--- src/rtl/fetch_unit.sv ---
// fetch_unit: instruction-fetch stage sitting behind the program counter.
// Issues one instruction-memory read at a time and steers the PC through
// next_address: hold, +4, or a redirect target. Returned words are queued
// in a small FIFO for decode.
//
// Ports:
//   clk, reset                     clock, asynchronous active-high reset
//   current_address                PC register output
//   next_address                   combinational PC next value
//   imem_req / imem_addr           registered read request / address
//   imem_ack / imem_rdata          read completion and data
//   redirect_valid/redirect_target single-cycle branch/jump redirect
//   if_valid/if_instr/if_pc/if_pc_plus4  FIFO head toward decode
//   if_ready                       decode accepts the head this cycle
module fetch_unit #(
    parameter int unsigned ADDR_WIDTH = 32,
    parameter int unsigned DATA_WIDTH = 32,
    parameter int unsigned FIFO_DEPTH = 2
) (
    input  logic                  clk,
    input  logic                  reset,
    input  logic [ADDR_WIDTH-1:0] current_address,
    output logic [ADDR_WIDTH-1:0] next_address,
    output logic                  imem_req,
    output logic [ADDR_WIDTH-1:0] imem_addr,
    input  logic                  imem_ack,
    input  logic [DATA_WIDTH-1:0] imem_rdata,
    input  logic                  redirect_valid,
    input  logic [ADDR_WIDTH-1:0] redirect_target,
    output logic                  if_valid,
    output logic [DATA_WIDTH-1:0] if_instr,
    output logic [ADDR_WIDTH-1:0] if_pc,
    output logic [ADDR_WIDTH-1:0] if_pc_plus4,
    input  logic                  if_ready
);

    localparam int unsigned PTR_W = $clog2(FIFO_DEPTH);
    localparam int unsigned CNT_W = PTR_W + 1;

    typedef enum logic [1:0] {
        S_IDLE  = 2'd0,
        S_BUSY  = 2'd1,
        S_DRAIN = 2'd2
    } state_t;

    state_t                r_state;
    state_t                w_state_next;
    logic                  r_imem_req;
    logic [ADDR_WIDTH-1:0] r_req_addr;
    logic [CNT_W-1:0]      r_count;
    logic [PTR_W-1:0]      r_rd_ptr;
    logic [PTR_W-1:0]      r_wr_ptr;
    logic [DATA_WIDTH-1:0] r_fifo_instr [FIFO_DEPTH];
    logic [ADDR_WIDTH-1:0] r_fifo_pc    [FIFO_DEPTH];

    logic                  w_ack_now;
    logic                  w_pop;
    logic                  w_push;
    logic                  w_launch;
    logic [CNT_W-1:0]      w_cnt_next;
    logic [ADDR_WIDTH-1:0] w_target_aligned;

    // Redirect targets are always word aligned; the low two bits are dropped.
    assign w_target_aligned = redirect_target & ~ADDR_WIDTH'(3);

    // FIFO head toward decode.
    assign if_valid    = (r_count != '0);
    assign if_instr    = r_fifo_instr[r_rd_ptr];
    assign if_pc       = r_fifo_pc[r_rd_ptr];
    assign if_pc_plus4 = if_pc + ADDR_WIDTH'(4);
    assign imem_req    = r_imem_req;
    assign imem_addr   = r_req_addr;

    // State register.
    always_ff @(posedge clk or posedge reset) begin
        if (reset) begin
            r_state <= S_IDLE;
        end else begin
            r_state <= w_state_next;
        end
    end

    // Next state, launch decision and PC steering.
    always_comb begin
        w_state_next = r_state;
        w_ack_now    = imem_ack && (r_state != S_IDLE);
        w_pop        = if_valid && if_ready;
        w_push       = w_ack_now && (r_state == S_BUSY) && !redirect_valid;
        w_cnt_next   = r_count + CNT_W'(w_push) - CNT_W'(w_pop);
        // Only launch when the word it returns is guaranteed a FIFO slot.
        w_launch     = ((r_state == S_IDLE) || ((r_state == S_BUSY) && w_ack_now))
                       && (w_cnt_next < CNT_W'(FIFO_DEPTH)) && !redirect_valid;
        next_address = current_address;

        if (reset) begin
            next_address = '0;
        end else if (redirect_valid) begin
            next_address = w_target_aligned;
        end else if (w_launch) begin
            next_address = current_address + ADDR_WIDTH'(4);
        end

        case (r_state)
            S_IDLE: begin
                if (w_launch) begin
                    w_state_next = S_BUSY;
                end
            end
            S_BUSY: begin
                // A redirect kills the outstanding read; wait it out in DRAIN.
                if (redirect_valid) begin
                    w_state_next = w_ack_now ? S_IDLE : S_DRAIN;
                end else if (w_ack_now) begin
                    w_state_next = w_launch ? S_BUSY : S_IDLE;
                end
            end
            S_DRAIN: begin
                // The stale read must complete before anything new is issued.
                if (w_ack_now) begin
                    w_state_next = S_IDLE;
                end
            end
            default: w_state_next = S_IDLE;
        endcase
    end

    // Request register and fetch queue.
    always_ff @(posedge clk or posedge reset) begin
        if (reset) begin
            r_imem_req <= 1'b0;
            r_req_addr <= '0;
            r_count    <= '0;
            r_rd_ptr   <= '0;
            r_wr_ptr   <= '0;
            for (int i = 0; i < int'(FIFO_DEPTH); i++) begin
                r_fifo_instr[i] <= '0;
                r_fifo_pc[i]    <= '0;
            end
        end else begin
            r_imem_req <= (w_state_next != S_IDLE);
            if (w_launch) begin
                r_req_addr <= current_address;
            end
            if (redirect_valid) begin
                // Flush; a head popped this cycle was already consumed by decode.
                r_count  <= '0;
                r_rd_ptr <= '0;
                r_wr_ptr <= '0;
            end else begin
                r_count <= w_cnt_next;
                if (w_push) begin
                    r_fifo_instr[r_wr_ptr] <= imem_rdata;
                    r_fifo_pc[r_wr_ptr]    <= r_req_addr;
                    r_wr_ptr               <= r_wr_ptr + PTR_W'(1);
                end
                if (w_pop) begin
                    r_rd_ptr <= r_rd_ptr + PTR_W'(1);
                end
            end
        end
    end

endmodule

--- config.mk ---
export PLATFORM = sky130hd
export DESIGN_NAME = fetch_unit
export DESIGN_NICKNAME = d
export VERILOG_FILES = /design/src/rtl/fetch_unit.sv
export SDC_FILE = /design/constraint.sdc
export NUM_CORES = 1
export LEC_CHECK = 0
export CAP_MARGIN = 0
export CORE_MARGIN = 3
export CORE_UTILIZATION = 55
export DETAILED_ROUTE_END_ITERATION = 7
export DONT_BUFFER_PORTS = 1
export MAX_ROUTING_LAYER = met4
export PLACE_DENSITY = 0.7
export SETUP_SLACK_MARGIN = 0.5
export SLEW_MARGIN = 30
export SYNTH_ARGS = -nofsm -noshare
export SYNTH_HDL_FRONTEND = slang
export SYNTH_SLANG_ARGS = --single-unit
--- constraint.sdc ---
create_clock -name clk -period 11.2 [get_ports clk]
set_clock_uncertainty 0.1 [all_clocks]
set_input_delay 2.24 -clock clk [delete_from_list [all_inputs] [get_ports clk]]
set_output_delay 2.24 -clock clk [all_outputs]
set_load 0.02 [all_outputs]
**Word level (Yosys, flattened, before mapping)**

Index checks and enable logic that the tools add are counted.

- Flip-flop bits (word level): 167
- Input port bits: 101

- Add/subtract/negate cells: 6
- Magnitude comparators: 4
- Equality and inequality tests: 2
- Muxes and demuxes: 25
- Bitwise logic cells: 3
- Reductions and logical operators: 16

Operators with widths:

| operator | number |
|---|---|
| $mux 32 | 10 |
| $bwmux 64 | 2 |
| $add 32x3->32 const B | 2 |
| $demux 32 s1 | 1 |
| $mux 2 | 6 |
| $reduce_bool 2->1 | 5 |
| $logic_and 1x1->1 | 7 |
| $pmux 2 s3 | 1 |
| $mux 1 | 5 |
| $ge 2x2->1 const B | 2 |
| $not 1->2 | 2 |
| $add 1x1->1 const B | 2 |
| $add 2x1->2 | 1 |
| $eq 2x1->1 const B | 1 |
| $eq 2x2->1 const B | 1 |
| $logic_not 2->1 | 1 |
| $lt 2x1->1 const B | 1 |
| $lt 2x2->1 const B | 1 |
| $reduce_and 2->1 | 1 |
| $sub 2x1->2 | 1 |
| $logic_not 1->1 | 1 |
| $logic_or 1x1->1 | 1 |
| $not 1->1 | 1 |

**Logic depth before layout (Yosys ltp)**

- Word-level depth: 14
- Gate-level depth with buffers: 13

**Worst setup path after synthesis**

No wires, ideal clock.

- Path kind: input -> output
- Start point: in reset
- End point: out next_address[31]
- Data arrival time: 6,807 ps
- Data required time: 8,860 ps
- Path slack: 2,053 ps
- Stages: 4
- Path through: buf_6 > inv_1 > o21ai_0 > a21oi_1

- Longest elaborated chain between the ends: 1

RTL lines:

| element | line | RTL |
|---|---|---|
| start, declared | 21 | `input logic reset,` |
| $mux 32 | 95 | `if (reset) begin` |
| end, declared | 23 | `output logic [ADDR_WIDTH-1:0] next_address,` |

No other way between the ends.

**Worst setup path after layout**

- Start point: in redirect_valid
- End point: out next_address[29]

- Longest elaborated chain between the ends: 10

RTL lines:

| element | line | RTL |
|---|---|---|
| start, declared | 28 | `input logic redirect_valid,` |
| $logic_not 1->1 | 88, 92 |  |
| $logic_and 1x1->1 | 88 | `w_push = w_ack_now && (r_state == S_BUSY) && !redirect_valid;` |
| $add 2x1->2 | 89 | `w_cnt_next = r_count + CNT_W'(w_push) - CNT_W'(w_pop);` |
| $sub 2x1->2 | 89 |  |
| $lt 2x2->1 | 92 | `&& (w_cnt_next < CNT_W'(FIFO_DEPTH)) && !redirect_valid;` |
| $logic_and 1x1->1 (2 in a row) | 92 |  |
| $mux 32 | 99 | `end else if (w_launch) begin` |
| $mux 32 * | 97 | `end else if (redirect_valid) begin` |
| $mux 32 * | 95 |  |

Every way passes the cells marked *; elsewhere a longest branch is shown, timed or not.

==> results.txt <==
Clock Tree Buf Depth: 2
Number of diodes added for antenna fixing: 0
Maximum clock rate: 122.5 MHz
Final worst path period need: 8.161 ns
Aggregate global routing overflow: 0
Asr flop ratio synth: 1.000
Simple-gate portion of the synthesized area: 0.1392
Post CTS Setup Buffer Count: 0
Number of max-capacitance violations reported: 0
Critical Path Fanout Max: 56
Area of the die: 17480 sq um
DR iter-0 viols: 327
Pins over their slew limit: 0
Transition time of the tightest slew-check pin: 0.9498 ns
Clock buffers created by TritonCTS: 17
Number of antenna violations at the first check in global routing: 0
Data required time of the critical path: 8.86 ns
Most used flip-flop cell after synthesis: sky130_fd_sc_hd__dfrtp_1
Launching element type of the critical path: primary input
Adder-cell area share of the yosys netlist: 0.005712
Register area share after synthesis: 0.4769
Std-Cell Rows: 45
Max-slew headroom at the worst pin: 0.3630
Wire length of the first global-routing pass: 34560 um
Detail-routed net length per standard cell: 21.50 um
Synthesis-to-layout area growth: 8.868%
Via-per-instance ratio: 6.028
Yosys Warn Count: 0
Fraction of the cycle the final worst path needs: 0.7286
Post-cts hold buffer count: 0
CTS HTree Levels: 4
Final GP Congestion: 0.9203
EDFF count, synth: 0
Vertical die dimension: 132.2 um
Final routed wirelength across all metal layers: 21560 um
Distinct cell type count after synthesis: 47
Clock Latency Late Sink: 0.42 ns
Total of endpoints with negative setup slack in the final report: 0
Count of nets left with antenna violations after detail routing: 0
Multiplexer fraction of the synthesized cell area: 0.2490
1st-pass router iterations: 4
Vias: 6046
Seq cells post-synth: 167
Number of filler instances in the final layout: 1293
Leakage: 4.256 nW
Initial cell density of the core: 0.5700
Fin Setup TNS: 0 ns
Average cell area after synthesis: 11.06 sq um
Standard cell core area: 15370 sq um
DRC violations left: 0
Combinational family with the most area after synthesis: multiplexers
Clock tree root driver cell: sky130_fd_sc_hd__clkbuf_16
Post-synthesis instance total: 792
Overall power of the completed layout: 2.869 mW
Power density normalized to cell area: 300.8 nW/um^2
Capturing element type of the critical path: output pin
Run status: completed
Post-detailed-placement half-perimeter wirelength: 15530 um
Critical path class: primary input to output pin
Class of the tightest hold or removal check: register to register
Syn Std Cell Area: 8762 sq um
RSZ-0062 raised after global routing: false
Total I/O pin count: 263
Number of nets produced by synthesis: 897
Area fraction in compound gates after synthesis: 0.04170
Clock slew at the register clock pins of the worst setup and hold paths: 0.06 ns
Post-cts gate resize count: 0
Global-route usage over all layers: 0.2553
Final hold violation count: 0
Xor/xnor share of the synthesized area: 0.05683
Worst VDD drop: 0.1390 mV
Data arrival, critical path: 5.82 ns
Number of global-route vias before repair: 6347
Ratio of cells with drive above 1 in the final layout: 0.2992
Final layout net count: 885
Horizontal extent of the die: 132.2 um
CTS Sinks: 167
TritonCTS clock tree: yes
Port Buffer Count: 0
Pin count of the biggest net entering global routing: 113
[layout make-up]
| type | count | area (sq um) | area share |
|---|---|---|---|
| clock buffers | 19 | 432.9 | 0.04538 |
| repair buffers | 11 | 82.58 | 0.008657 |
| inverters | 17 | 71.32 | 0.007476 |
| well taps | 211 | 264.0 | 0.02768 |
| multi-input cells | 566 | 4329 | 0.4538 |
| flip-flops and latches | 167 | 4183 | 0.4385 |
| clock inverters | 12 | 176.4 | 0.01849 |
[flip-flops by register name, summed over array words and instances, names as in the netlist]
name / flops
r_fifo_instr: 64
r_wr_ptr: 1
r_fifo_pc: 64
imem_addr: 32
r_rd_ptr: 1
r_count: 2
r_state: 2
imem_req: 1
[report_power, final]
part	switching (mW)	internal (mW)	leakage [nW]	total, mW
clock	0.229	0.372	0.294	0.601
sequential	0.307	0.873	2.11	1.18
combinational	0.671	0.417	1.85	1.09
total	1.21	1.66	4.26	2.87
[worst max-delay path: stages]
cell and delay [ns]:
sky130_fd_sc_hd__inv_1 0.04, sky130_fd_sc_hd__buf_4 0.42, sky130_fd_sc_hd__nand3_1 0.26, sky130_fd_sc_hd__ha_1 0.36, sky130_fd_sc_hd__inv_1 0.06, sky130_fd_sc_hd__ha_1 0.18, sky130_fd_sc_hd__xor3_2 0.32, sky130_fd_sc_hd__nor4_4 0.61
sky130_fd_sc_hd__nand4_2 0.27, sky130_fd_sc_hd__or3_1 0.37, sky130_fd_sc_hd__a311oi_1 0.69
[cell usage after synthesis (3+ instances only)]
cell	count	area [sq um]
sky130_fd_sc_hd__nor4_1	7	43.79
sky130_fd_sc_hd__nand4b_1	4	35.03
sky130_fd_sc_hd__clkbuf_1	29	108.9
sky130_fd_sc_hd__and2_1	5	31.28
sky130_fd_sc_hd__o21ai_0	12	60.06
sky130_fd_sc_hd__o21a_1	4	30.03
sky130_fd_sc_hd__a311oi_1	3	26.28
sky130_fd_sc_hd__inv_1	17	63.81
sky130_fd_sc_hd__nor2_1	44	165.2
sky130_fd_sc_hd__dfrtp_1	167	4179
sky130_fd_sc_hd__or3_1	3	18.77
sky130_fd_sc_hd__ha_1	4	50.05
sky130_fd_sc_hd__buf_4	5	37.54
sky130_fd_sc_hd__a211oi_1	19	142.6
sky130_fd_sc_hd__nor3_1	6	30.03
sky130_fd_sc_hd__xor2_1	29	254.0
sky130_fd_sc_hd__nand2b_1	3	18.77
sky130_fd_sc_hd__buf_6	3	33.78
sky130_fd_sc_hd__buf_2	4	20.02
sky130_fd_sc_hd__nand2_1	126	473.0
sky130_fd_sc_hd__mux2_2	184	2072
sky130_fd_sc_hd__and3_1	5	31.28
sky130_fd_sc_hd__nand3_1	20	100.1
sky130_fd_sc_hd__a21oi_1	7	35.03
sky130_fd_sc_hd__mux2i_1	11	110.1
sky130_fd_sc_hd__xnor2_1	22	192.7
sky130_fd_sc_hd__nand4_1	25	156.4
[per-stage QoR]
step / hold slack [ns] / instances / cell area [sq um] / setup slack, ns / util
2_1_floorplan: 0.3737 / 792 / 8762 / 2.053 / -
3_3_place_gp: 0.3811 / 972 / 8921 / 3.166 / 0.5804
3_5_place_dp: 0.3897 / 972 / 8927 / 3.085 / 0.5808
4_1_cts: 0.4051 / 1003 / 9537 / 3.058 / 0.6204
5_1_grt: 0.4198 / 1003 / 9539 / 2.773 / 0.6206
6_report: 0.4024 / 1003 / 9539 / 3.039 / 0.6206
[final timing paths]
path,startpoint,endpoint,slack [ns],depth (start not counted)
min in group asynchronous,reset,imem_addr[14]$_DFFE_PP0N_,1.75,1
max reg2reg,r_count[1]$_DFF_PP0_,imem_addr[31]$_DFFE_PP0N_,8.37,10
max,redirect_valid,next_address[29],3.04,11
max in group asynchronous,reset,r_fifo_instr[17]$_DFFE_PP0P_,8.02,2
min,r_fifo_instr[33]$_DFFE_PP0P_,r_fifo_instr[33]$_DFFE_PP0P_,0.40,1
min reg2reg,r_fifo_instr[33]$_DFFE_PP0P_,r_fifo_instr[33]$_DFFE_PP0P_,0.40,1
[cell families (layout without fill, tap and decap cells)]
| logic type | after synthesis | count (layout) |
|---|---|---|
| simple gates | 261 | 261 |
| mux | 195 | 195 |
| flops | 167 | 167 |
| buf+inv | 59 | 59 |
| compound gates | 53 | 53 |
| xor+xnor | 53 | 53 |
| fa+ha+maj | 4 | 4 |
[routing by layer]
metal | up-vias | GRT usage | part of all wire
li1 | 2764 | - | -
met1 | 2995 | 0.3104 | 0.41
met2 | 266 | 0.4111 | 0.50
met3 | 21 | 0.08779 | 0.084
met4 | 0 | 0.06640 | 0.012
met5 | - | - | 0
[cell usage in the layout (no fill, tap or decap), drive strengths merged, types with 3 or more instances in the layout]
cell type	instances
a211oi	20
a311oi	3
xor2	29
dfrtp	167
bufinv	4
or3	3
buf	11
nand2	126
ha	4
inv	19
clkbuf	19
nand3	20
mux2	184
clkinv	4
and2	5
mux2i	11
nand4	26
nor3	6
o21ai	12
nand2b	3
nand4b	4
o21a	4
nor2	44
nor4	8
xnor2	22
and3	5
a21oi	7
Note: power is estimated with default switching activity, not from simulation.
